## src/rtl/mdu_ctrl_pkg.sv

```systemverilog
// Shared MIPS core codes: datapath width, SPECIAL funct field values and
// the multiply/divide sequencer state type.
package codes;

    typedef logic [31:0] size_t;
    typedef logic [5:0]  func_t;

    localparam func_t FUNC_SLL   = 6'h00;
    localparam func_t FUNC_MFHI  = 6'h10;
    localparam func_t FUNC_MTHI  = 6'h11;
    localparam func_t FUNC_MFLO  = 6'h12;
    localparam func_t FUNC_MTLO  = 6'h13;
    localparam func_t FUNC_MULT  = 6'h18;
    localparam func_t FUNC_MULTU = 6'h19;
    localparam func_t FUNC_DIV   = 6'h1A;
    localparam func_t FUNC_DIVU  = 6'h1B;
    localparam func_t FUNC_ADD   = 6'h20;
    localparam func_t FUNC_SUB   = 6'h22;

    typedef enum logic [1:0] {
        IDLE  = 2'd0,
        MUL   = 2'd1,
        DIV   = 2'd2,
        FIXUP = 2'd3
    } mdu_state_t;

    localparam int MDU_ITERATIONS = 32;

endpackage

```

## src/rtl/mdu_ctrl_if.sv

```systemverilog
// CPU <-> multiply/divide unit signal bundle; the CPU side is the master.
interface mdu_ctrl_if;
    import codes::*;

    logic  start_i;
    func_t funct_i;
    size_t rs_i;
    size_t rt_i;
    logic  mf_read_i;
    logic  stall_o;
    logic  busy_o;
    logic  done_o;
    size_t hi_o;
    size_t lo_o;

    modport master (
        output start_i, funct_i, rs_i, rt_i, mf_read_i,
        input  stall_o, busy_o, done_o, hi_o, lo_o
    );

    modport slave (
        input  start_i, funct_i, rs_i, rt_i, mf_read_i,
        output stall_o, busy_o, done_o, hi_o, lo_o
    );

endinterface

```

## src/rtl/mdu_shift_core.sv

```systemverilog
// Per-iteration datapath: unsigned 64-bit shift-add multiply or restoring
// divide on magnitudes; sign handling lives in the controller.
module mdu_shift_core
    import codes::*;
(
    input  logic  clk,
    input  logic  i_load,
    input  logic  i_div,
    input  logic  i_step,
    input  size_t i_a,
    input  size_t i_b,
    output size_t o_hi,
    output size_t o_lo
);

    size_t       r_hi;
    size_t       r_lo;
    size_t       r_opb;
    logic        r_div;

    logic [32:0] w_sum;
    logic [32:0] w_shift;
    size_t       w_diff;
    logic        w_ge;

    // Multiply: LO holds the multiplier; divide: LO holds the dividend and
    // collects quotient bits while HI is the partial remainder.
    always_comb begin
        w_sum   = {1'b0, r_hi} + {1'b0, r_opb};
        w_shift = {r_hi, r_lo[31]};
        w_ge    = (w_shift >= {1'b0, r_opb});
        w_diff  = w_shift[31:0] - r_opb;
    end

    always_ff @(posedge clk) begin
        if (i_load) begin
            r_div <= i_div;
            r_opb <= i_div ? i_b : i_a;
            r_hi  <= '0;
            r_lo  <= i_div ? i_a : i_b;
        end else if (i_step) begin
            if (r_div) begin
                if (w_ge) {r_hi, r_lo} <= {w_diff, r_lo[30:0], 1'b1};
                else      {r_hi, r_lo} <= {w_shift[31:0], r_lo[30:0], 1'b0};
            end else begin
                if (r_lo[0]) {r_hi, r_lo} <= {w_sum, r_lo[31:1]};
                else         {r_hi, r_lo} <= {1'b0, r_hi, r_lo[31:1]};
            end
        end
    end

    assign o_hi = r_hi;
    assign o_lo = r_lo;

endmodule

```

## src/rtl/mdu_ctrl.sv

```systemverilog
// Multi-cycle MULT/MULTU/DIV/DIVU sequencer owning the HI/LO pair; stalls
// the CPU on HI/LO access while an operation is in flight.
module mdu_ctrl
    import codes::*;
(
    input  logic       clk,
    input  logic       reset_n_i,
    mdu_ctrl_if.slave  bus
);

    mdu_state_t  r_state;
    mdu_state_t  w_state_nxt;
    logic [4:0]  r_cnt;
    size_t       r_hi;
    size_t       r_lo;
    logic        r_done;
    logic        r_neg_q;
    logic        r_neg_r;
    logic        r_zero;
    logic        r_is_div;

    logic        w_load;
    logic        w_load_div;
    logic        w_step;
    logic        w_fix;
    logic        w_mt_hi;
    logic        w_mt_lo;
    logic        w_signed;
    size_t       w_core_a;
    size_t       w_core_b;
    size_t       w_core_hi;
    size_t       w_core_lo;
    logic [63:0] w_prod_fix;
    size_t       w_hi_fix;
    size_t       w_lo_fix;

    function automatic size_t f_abs(input logic signed [31:0] v);
        return v[31] ? size_t'(-v) : size_t'(v);
    endfunction

    function automatic size_t f_neg32(input size_t v, input logic neg);
        return neg ? (~v + 32'd1) : v;
    endfunction

    function automatic logic [63:0] f_neg64(input logic [63:0] v, input logic neg);
        return neg ? (~v + 64'd1) : v;
    endfunction

    always_ff @(posedge clk or negedge reset_n_i) begin
        if (!reset_n_i) r_state <= IDLE;
        else            r_state <= w_state_nxt;
    end

    always_comb begin
        w_state_nxt = r_state;
        w_load      = 1'b0;
        w_load_div  = 1'b0;
        w_step      = 1'b0;
        w_fix       = 1'b0;
        w_mt_hi     = 1'b0;
        w_mt_lo     = 1'b0;
        case (r_state)
            IDLE: begin
                if (bus.start_i) begin
                    case (bus.funct_i)
                        FUNC_MULT, FUNC_MULTU: begin
                            w_load      = 1'b1;
                            w_state_nxt = MUL;
                        end
                        FUNC_DIV, FUNC_DIVU: begin
                            w_load      = 1'b1;
                            w_load_div  = 1'b1;
                            w_state_nxt = (bus.rt_i == '0) ? FIXUP : DIV;
                        end
                        FUNC_MTHI: w_mt_hi = 1'b1;
                        FUNC_MTLO: w_mt_lo = 1'b1;
                        default:   ;
                    endcase
                end
            end
            MUL, DIV: begin
                w_step = 1'b1;
                if (r_cnt == 5'(MDU_ITERATIONS - 1)) w_state_nxt = FIXUP;
            end
            FIXUP: begin
                w_fix       = 1'b1;
                w_state_nxt = IDLE;
            end
            default: w_state_nxt = IDLE;
        endcase
    end

    // Iteration 31 leaves the counter wrapped to 0, ready for the next op.
    always_ff @(posedge clk or negedge reset_n_i) begin
        if (!reset_n_i)  r_cnt <= '0;
        else if (w_load) r_cnt <= '0;
        else if (w_step) r_cnt <= r_cnt + 5'd1;
    end

    assign w_signed = (bus.funct_i == FUNC_MULT) || (bus.funct_i == FUNC_DIV);
    assign w_core_a = w_signed ? f_abs(bus.rs_i) : bus.rs_i;
    assign w_core_b = w_signed ? f_abs(bus.rt_i) : bus.rt_i;

    always_ff @(posedge clk) begin
        if (w_load) begin
            r_neg_q  <= w_signed & (bus.rs_i[31] ^ bus.rt_i[31]);
            r_neg_r  <= w_signed & bus.rs_i[31];
            r_zero   <= w_load_div & (bus.rt_i == '0);
            r_is_div <= w_load_div;
        end
    end

    mdu_shift_core u_core (
        .clk    (clk),
        .i_load (w_load),
        .i_div  (w_load_div),
        .i_step (w_step),
        .i_a    (w_core_a),
        .i_b    (w_core_b),
        .o_hi   (w_core_hi),
        .o_lo   (w_core_lo)
    );

    // Remainder follows the dividend sign, so 0x80000000 / -1 needs no trap.
    always_comb begin
        w_prod_fix = f_neg64({w_core_hi, w_core_lo}, r_neg_q);
        w_hi_fix   = w_prod_fix[63:32];
        w_lo_fix   = w_prod_fix[31:0];
        if (r_zero) begin
            w_hi_fix = '0;
            w_lo_fix = '0;
        end else if (r_is_div) begin
            w_hi_fix = f_neg32(w_core_hi, r_neg_r);
            w_lo_fix = f_neg32(w_core_lo, r_neg_q);
        end
    end

    always_ff @(posedge clk or negedge reset_n_i) begin
        if (!reset_n_i) begin
            r_hi   <= '0;
            r_lo   <= '0;
            r_done <= 1'b0;
        end else begin
            r_done <= w_fix;
            if (w_fix) begin
                r_hi <= w_hi_fix;
                r_lo <= w_lo_fix;
            end else begin
                if (w_mt_hi) r_hi <= bus.rs_i;
                if (w_mt_lo) r_lo <= bus.rs_i;
            end
        end
    end

    assign bus.busy_o  = (r_state != IDLE);
    assign bus.stall_o = bus.busy_o & (bus.start_i | bus.mf_read_i);
    assign bus.done_o  = r_done;
    assign bus.hi_o    = r_hi;
    assign bus.lo_o    = r_lo;

endmodule

```

## src/flat_wrapper.sv

```systemverilog
// flat-port wrapper written by rule: the top's interface ports become plain ports
module mdu_ctrl_flat import codes::*;
  (clk, reset_n_i, bus_start_i, bus_funct_i, bus_rs_i, bus_rt_i, bus_mf_read_i, bus_stall_o, bus_busy_o, bus_done_o, bus_hi_o, bus_lo_o);
  mdu_ctrl_if bus_i ();
  input  logic clk;
  input  logic reset_n_i;
  input wire logic [$bits(bus_i.start_i)-1:0] bus_start_i;
  input wire logic [$bits(bus_i.funct_i)-1:0] bus_funct_i;
  input wire logic [$bits(bus_i.rs_i)-1:0] bus_rs_i;
  input wire logic [$bits(bus_i.rt_i)-1:0] bus_rt_i;
  input wire logic [$bits(bus_i.mf_read_i)-1:0] bus_mf_read_i;
  output wire logic [$bits(bus_i.stall_o)-1:0] bus_stall_o;
  output wire logic [$bits(bus_i.busy_o)-1:0] bus_busy_o;
  output wire logic [$bits(bus_i.done_o)-1:0] bus_done_o;
  output wire logic [$bits(bus_i.hi_o)-1:0] bus_hi_o;
  output wire logic [$bits(bus_i.lo_o)-1:0] bus_lo_o;
  assign bus_i.start_i = bus_start_i;
  assign bus_i.funct_i = bus_funct_i;
  assign bus_i.rs_i = bus_rs_i;
  assign bus_i.rt_i = bus_rt_i;
  assign bus_i.mf_read_i = bus_mf_read_i;
  assign bus_stall_o = bus_i.stall_o;
  assign bus_busy_o = bus_i.busy_o;
  assign bus_done_o = bus_i.done_o;
  assign bus_hi_o = bus_i.hi_o;
  assign bus_lo_o = bus_i.lo_o;
  mdu_ctrl u_core (.clk(clk), .reset_n_i(reset_n_i), .bus(bus_i));
endmodule
```

## config.mk

```make
export PLATFORM = sky130hd
export DESIGN_NAME = mdu_ctrl_flat
export DESIGN_NICKNAME = d
export VERILOG_FILES = /design/src/rtl/mdu_ctrl_pkg.sv /design/src/rtl/mdu_ctrl_if.sv /design/src/rtl/mdu_shift_core.sv /design/src/rtl/mdu_ctrl.sv /design/src/flat_wrapper.sv
export SDC_FILE = /design/constraint.sdc
export NUM_CORES = 1
export LEC_CHECK = 0
export BUFFER_PORTS_ARGS = -buffer_cell sky130_fd_sc_hd__buf_2
export CORE_AREA = 10 10 194 196
export CTS_BUF_LIST = sky130_fd_sc_hd__clkbuf_16
export DETAILED_ROUTE_END_ITERATION = 12
export DIE_AREA = 0 0 204 206
export GPL_TIMING_DRIVEN = 0
export PLACE_DENSITY = 0.74
export SLEW_MARGIN = 0
export SYNTH_ARGS = -nofsm -noshare
export SYNTH_HDL_FRONTEND = slang
export SYNTH_SLANG_ARGS = --single-unit
export TNS_END_PERCENT = 20
```

## constraint.sdc

```tcl
create_clock -name clk -period 4 [get_ports clk]
set_input_delay 0.8 -clock clk [delete_from_list [all_inputs] [get_ports clk]]
set_output_delay 0.8 -clock clk [all_outputs]
set_load 0.005 [all_outputs]
```

# Word-level counts from Yosys, hierarchy flattened
# Cells that the tools add are included.
# classes
add_sub_neg	8
order_cmp	1
eq_ne	13
n_mux	46
bitwise_logic	9
n_reduce_logical	12
# op_table
operator	count
$mux 32	23
$add 32x1->32 const B	2
$add 64x1->64 const B	1
$mux 64	1
$neg 32->32	2
$not 32->32	2
$not 64->64	1
$eq 6x5->1 const B	6
$add 32x32->33	1
$ge 33x32->1	1
$logic_not 32->1	1
$sub 32x32->32	1
$mux 1	16
$mux 5	2
$reduce_bool 2->1	4
$pmux 2 s3	1
$reduce_or 2->1	3
$add 5x1->5 const B	1
$eq 5x5->1 const B	1
$and 1x1->1	4
$eq 2x2->1 const B	2
$mux 2	2
$pmux 2 s2	1
$reduce_or 4->1	1
other kinds (9)	9
# totals
ff_bits	172
in_bits	74
output_inout_bits	67
elab_cells	101

# Longest topological paths before layout
# depth
depth_word	7
ltp_mapped	16
mapped_depth_nobuf	12

# Cells and area by module
# A second synthesis with hierarchy kept.
# hier_totals
hier_cells	1925
area_unflattened_um2	15920.3
# by_module_without_submodules
module	n_inst	cells_each	area_each_um2
mdu_shift_core	1	1069	9021.2
mdu_ctrl	1	856	6899.1

# Least setup slack after synthesis
# OpenSTA, ideal clock, no wires.
# synth_timing
kind	input-to-reg
from	input port bus_funct_i[2]
to	register u_core.r_is_div (enable)
setup_ps	415
t_arrival_ps	2682
setup_slack_ps	903
stages	5
n_path_buf	1
path_cell_list	nor3b_1 and2_1 nand3_1 inv_2 clkbuf_1
# synth_via
elab_chain_cells	5
# synth_lines
element	line	text
start, declared	flat_wrapper.sv:8	input wire logic [$bits(bus_i.funct_i)-1:0] bus_funct_i;
$eq 6x5->1	mdu_ctrl.sv:65	case (bus.funct_i)
$reduce_or 4->1 (no source line) (*)	n/a	
$mux 1 (*)	mdu_ctrl.sv:65	
$mux 1 (*)	mdu_ctrl.sv:64	if (bus.start_i) begin
$mux 1 (*)	mdu_ctrl.sv:62	case (r_state)
via u_core.u_core.i_load	mdu_shift_core.sv:7	input logic i_load,
end signal, assigned	mdu_ctrl.sv:109	r_is_div <= w_load_div;
end, declared	mdu_ctrl.sv:20	logic r_is_div;
# The timed path passes the listed nets; every way through them passes the cells marked *.
# A chain may end at the register's enable or synchronous reset.

# Final worst setup path
# layout_timing
from	register u_core.u_core.r_hi[16] (netlist: u_core.u_core.o_hi[16])
to	register u_core.u_core.r_hi[26] (netlist: u_core.u_core.o_hi[26])
# layout_via
elab_chain_cells	3
# layout_lines
element	line	text
start, declared	mdu_shift_core.sv:16	size_t r_hi;
start signal, assigned	mdu_shift_core.sv:43	if (w_ge) {r_hi, r_lo} <= {w_diff, r_lo[30:0], 1'b1};
start signal, assigned	mdu_shift_core.sv:44	else {r_hi, r_lo} <= {w_shift[31:0], r_lo[30:0], 1'b0};
start signal, assigned	mdu_shift_core.sv:46	if (r_lo[0]) {r_hi, r_lo} <= {w_sum, r_lo[31:1]};
$add 32x32->33 (tied with other cells)	mdu_shift_core.sv:29	w_sum = {1'b0, r_hi} + {1'b0, r_opb};
$mux 32 (on tied branches)	mdu_shift_core.sv:46, mdu_shift_core.sv:43	
$mux 32 (*)	mdu_shift_core.sv:42	if (r_div) begin
# Mark *: on every way between the ends. The rest lies on a longest branch, timed or not.

==> flow_summary.ini <==
[job]
max-cap-violations = 0

[place]
portBuffers = 140
place_area_sq_um = 16300
gp_congestion = 1.02
dp.final_hpwl_mm = 50.4

[logic_synthesis]
avgSynthCellArea_sq_um = 8.13
synth_seq_cells = 172
synth-simple-area-share_pct = 19.8
synth_cells = 1843
synthFlopType = dfrtp_1
synthXorXnorAreaFrac_pct = 9.88
synth_area_leaders = edfxtp_1 (14%), dfrtp_1 (12%), xnor2_1 (6.4%)
synth.mux.area_fraction_pct = 4.61
async_flop_share_pct = 41.9
ys_warn_count = 0
synth_compound_area_share_pct = 24.6
synth_commonest_cells = nand2_1 (197), nor2_1 (165), a21oi_1 (160)
synth_top_family_by_area = compound AO/OA/AOI/OAI gates
syn_nets = 1992
yosysSeqAreaShare_pct = 29.9
synth.distinct_cells = 87
syn-cell-area_sq_um = 15000
yosysMostFrequentCell = nand2_1
yosysTopAreaCellShare_pct = 13.6
synth_edf_count = 68
yosys.area_share.adder_pct = 6.36
yosysTopAreaCell = edfxtp_1

[route]
postRouteAntennaNets = 0
drc_errors = 0
vias_per_cell = 6.43
drt_pre_antenna_iters = 6
wire_per_inst_microns = 25.7
drt-initial-drc-count = 2021
vias = 15900
drt-total-wl_mm = 63.4

[finish]
final_area_sq_um = 16900
nFillCells = 3324
final_util_pct = 49.7
seqCellArea_sq_um = 4480
nNetsFinal = 2152
syn2layout_area_growth_pct = 12.7
multiInputGateArea_sq_um = 9780
layout-drive-gt1-share_pct = 11.1

[worst_setup_path]
critical_path_buf_inv_count = 1
max_stage_delay_ps = 650
path_max_fanout = 9
cpMostUsedCell = a211oi_1
startpoint_type = register
critPathArrivalTime_ps = 4070
r2r-start = u_core.u_core.o_hi[16]
rr_endpoint = u_core.u_core.o_hi[26]
cp_top_family = compound AO/OA/AOI/OAI gates
ff2ff_setup_slack_ps = 290
ff2ff_path_depth = 10
endpoint_kind = register
critical_path.cell_chain = ha_1, clkbuf_1, nand3_1, or3_1, a211oi_1, nor3_1, o21ai_0, mux2i_1, a211oi_1, a22o_1
cp_data_required_time_ps = 4360
setup.worst_path.class = register to register
crit_slowest_cell = a211oi_1

[pwr]
power_leakage_nw = 6.72
p_clk_share_pct = 12.8
p_switching_mw = 6.65
combPwrFrac_pct = 59.1
switching_share_pct = 50.2
p_seq_share_pct = 28.1
peakVddDrop_v = 0.000377
pwr_density_cell_nw_per_um2 = 786
intPower_mw = 6.61

[die]
die_x_microns = 204
die-height_microns = 206
dieArea_sq_um = 42000
ioPinCount = 141
core_sq_um = 33900
rows = 68
initial_core_util_pct = 44.1

[clock_tree]
cts_buffer_depth = 2
cts.reportedPaths.clkPinSlew_ps = 80
cts_made_buffers = 17
tritoncts = built
cts.sinks = 172
ctsHoldBuffers = 0
h-tree-depth = 4
clk_latency_ps = 460
root_buffer = clkbuf_16

[global_route]
grt_pass1_vias = 15000
gr-usage-all-layers_pct = 29.1
antenna_found_initial = 3
grt_max_degree = 60
overflow = 0
grt_pass1_wl_mm = 93.3

[sta]
tightest_slew_ps = 1070
hold_violations = 0
fin_crit_sh_pct = 92.8
max_slew_margin_pct = 28.5
fin_worst_skew_ps = 20.3
period_needed_ps = 3710
slew_violations = 0
rsz0062_at_grt = false
finalSetupViolCount = 0
max_freq_mhz = 269

[status]
status = completed

[hold_path]
hold_path_class = input pin to async pin
[per-layer routing]
| metal | track usage (%) | vias up | wire length, microns |
|---|---|---|---|
| met5 | 0 | - | 0 |
| met4 | 11.6 | 0 | 2560 |
| met3 | 6.50 | 148 | 6570 |
| met2 | 45.2 | 966 | 28400 |
| met1 | 38.6 | 7699 | 25900 |
| li1 | - | 7098 | - |
[flip-flops by register name, summed over array words and instances (netlist names), 2 cells and up]
signal	cells
u_core.u_core.o_lo	32
u_core.u_core.o_hi	32
u_core.r_cnt	5
u_core.bus.hi_o	32
u_core.u_core.r_opb	32
u_core.bus.lo_o	32
u_core.r_state	2
[placed cells by master, fill, tap and decap left out, types with 9 or more instances in the layout]
cell       count
nand3_1       26
nor2_1       165
nand2b_1      43
o221ai_1      49
o21a_1        11
o21ai_1       11
a21o_1        34
nand2_1      197
o211ai_1      13
nor4_1        15
a211oi_1      23
clkbuf_16     20
xor2_1        59
a21oi_1      160
o41ai_1       10
nand4_1       18
nor3_1        46
edfxtp_1      68
or4_1         11
or3_1         15
nor2b_1       24
o21ai_0      103
dfrtp_1       72
buf_2        149
dfxtp_1       32
xnor2_1      110
clkbuf_1      87
a22oi_1        9
o31ai_1       21
mux2i_1       51
ha_1          73
mux2_2        16
a31oi_1       36
inv_1         74
[layout make-up]
type,count,area share (%)
clock inverters,12,0.400
well taps,455,3.37
plain buffers,110,2.65
repair buffers,142,4.49
inverters,72,1.60
flip-flops and latches,172,26.6
diodes,2,0.0296
clock buffers,20,2.96
multi-input cells,1488,57.9
[through the flow]
stage	cells	TNS [ps]	power, mW	worst slack, ps	hold WS (ps)
after detailed placement	2440	-2570	11.3	-106	476
after CTS	2472	0	13.0	227	207
after global placement	2438	-8400	11.2	-203	473
after floorplan	1843	0	8.56	903	480
final	2473	0	13.3	289	193
after global routing	2473	0	14.0	121	209
[cells by family (layout without fill, tap and decap cells)]
| family | after synthesis | after routing |
|---|---|---|
| flops | 172 | 172 |
| compound gates | 564 | 564 |
| xor+xnor | 169 | 169 |
| mux | 67 | 67 |
| simple gates | 613 | 613 |
| fa+ha+maj | 75 | 75 |
| other cells | 0 | 2 |
| buf+inv | 183 | 356 |
[power groups by stage]
stage	clock, mW	sequential, mW	combinational [mW]
detailed placement	0	3.70	7.61
finish	1.70	3.73	7.84
global placement	0	3.70	7.50
CTS	1.67	3.68	7.65
global route	1.75	3.78	8.49
floorplan	0	3.37	5.19
[worst max path at each step]
stage	from	end	slack, ps	depth (start not counted)
after floorplan	bus_funct_i[2]	u_core.r_is_div	900	5
after global placement	bus_funct_i[2]	u_core.u_core.r_opb[24]	-200	6
after detailed placement	bus_funct_i[2]	u_core.u_core.o_hi[19]	-110	9
after CTS	u_core.u_core.o_lo[0]	u_core.bus.hi_o[2]	230	10
after global routing	bus_rt_i[0]	u_core.u_core.o_lo[30]	120	11
final	u_core.u_core.o_hi[16]	u_core.u_core.o_hi[26]	290	10
[what timing repair did]
| action | in CTS | in global routing |
|---|---|---|
| endpoints found under the setup margin | 0 | 2 |
| gates resized for setup | 0 | 0 |
| setup buffers | 0 | 0 |
No activity file was read; power rests on OpenSTA's default activity.
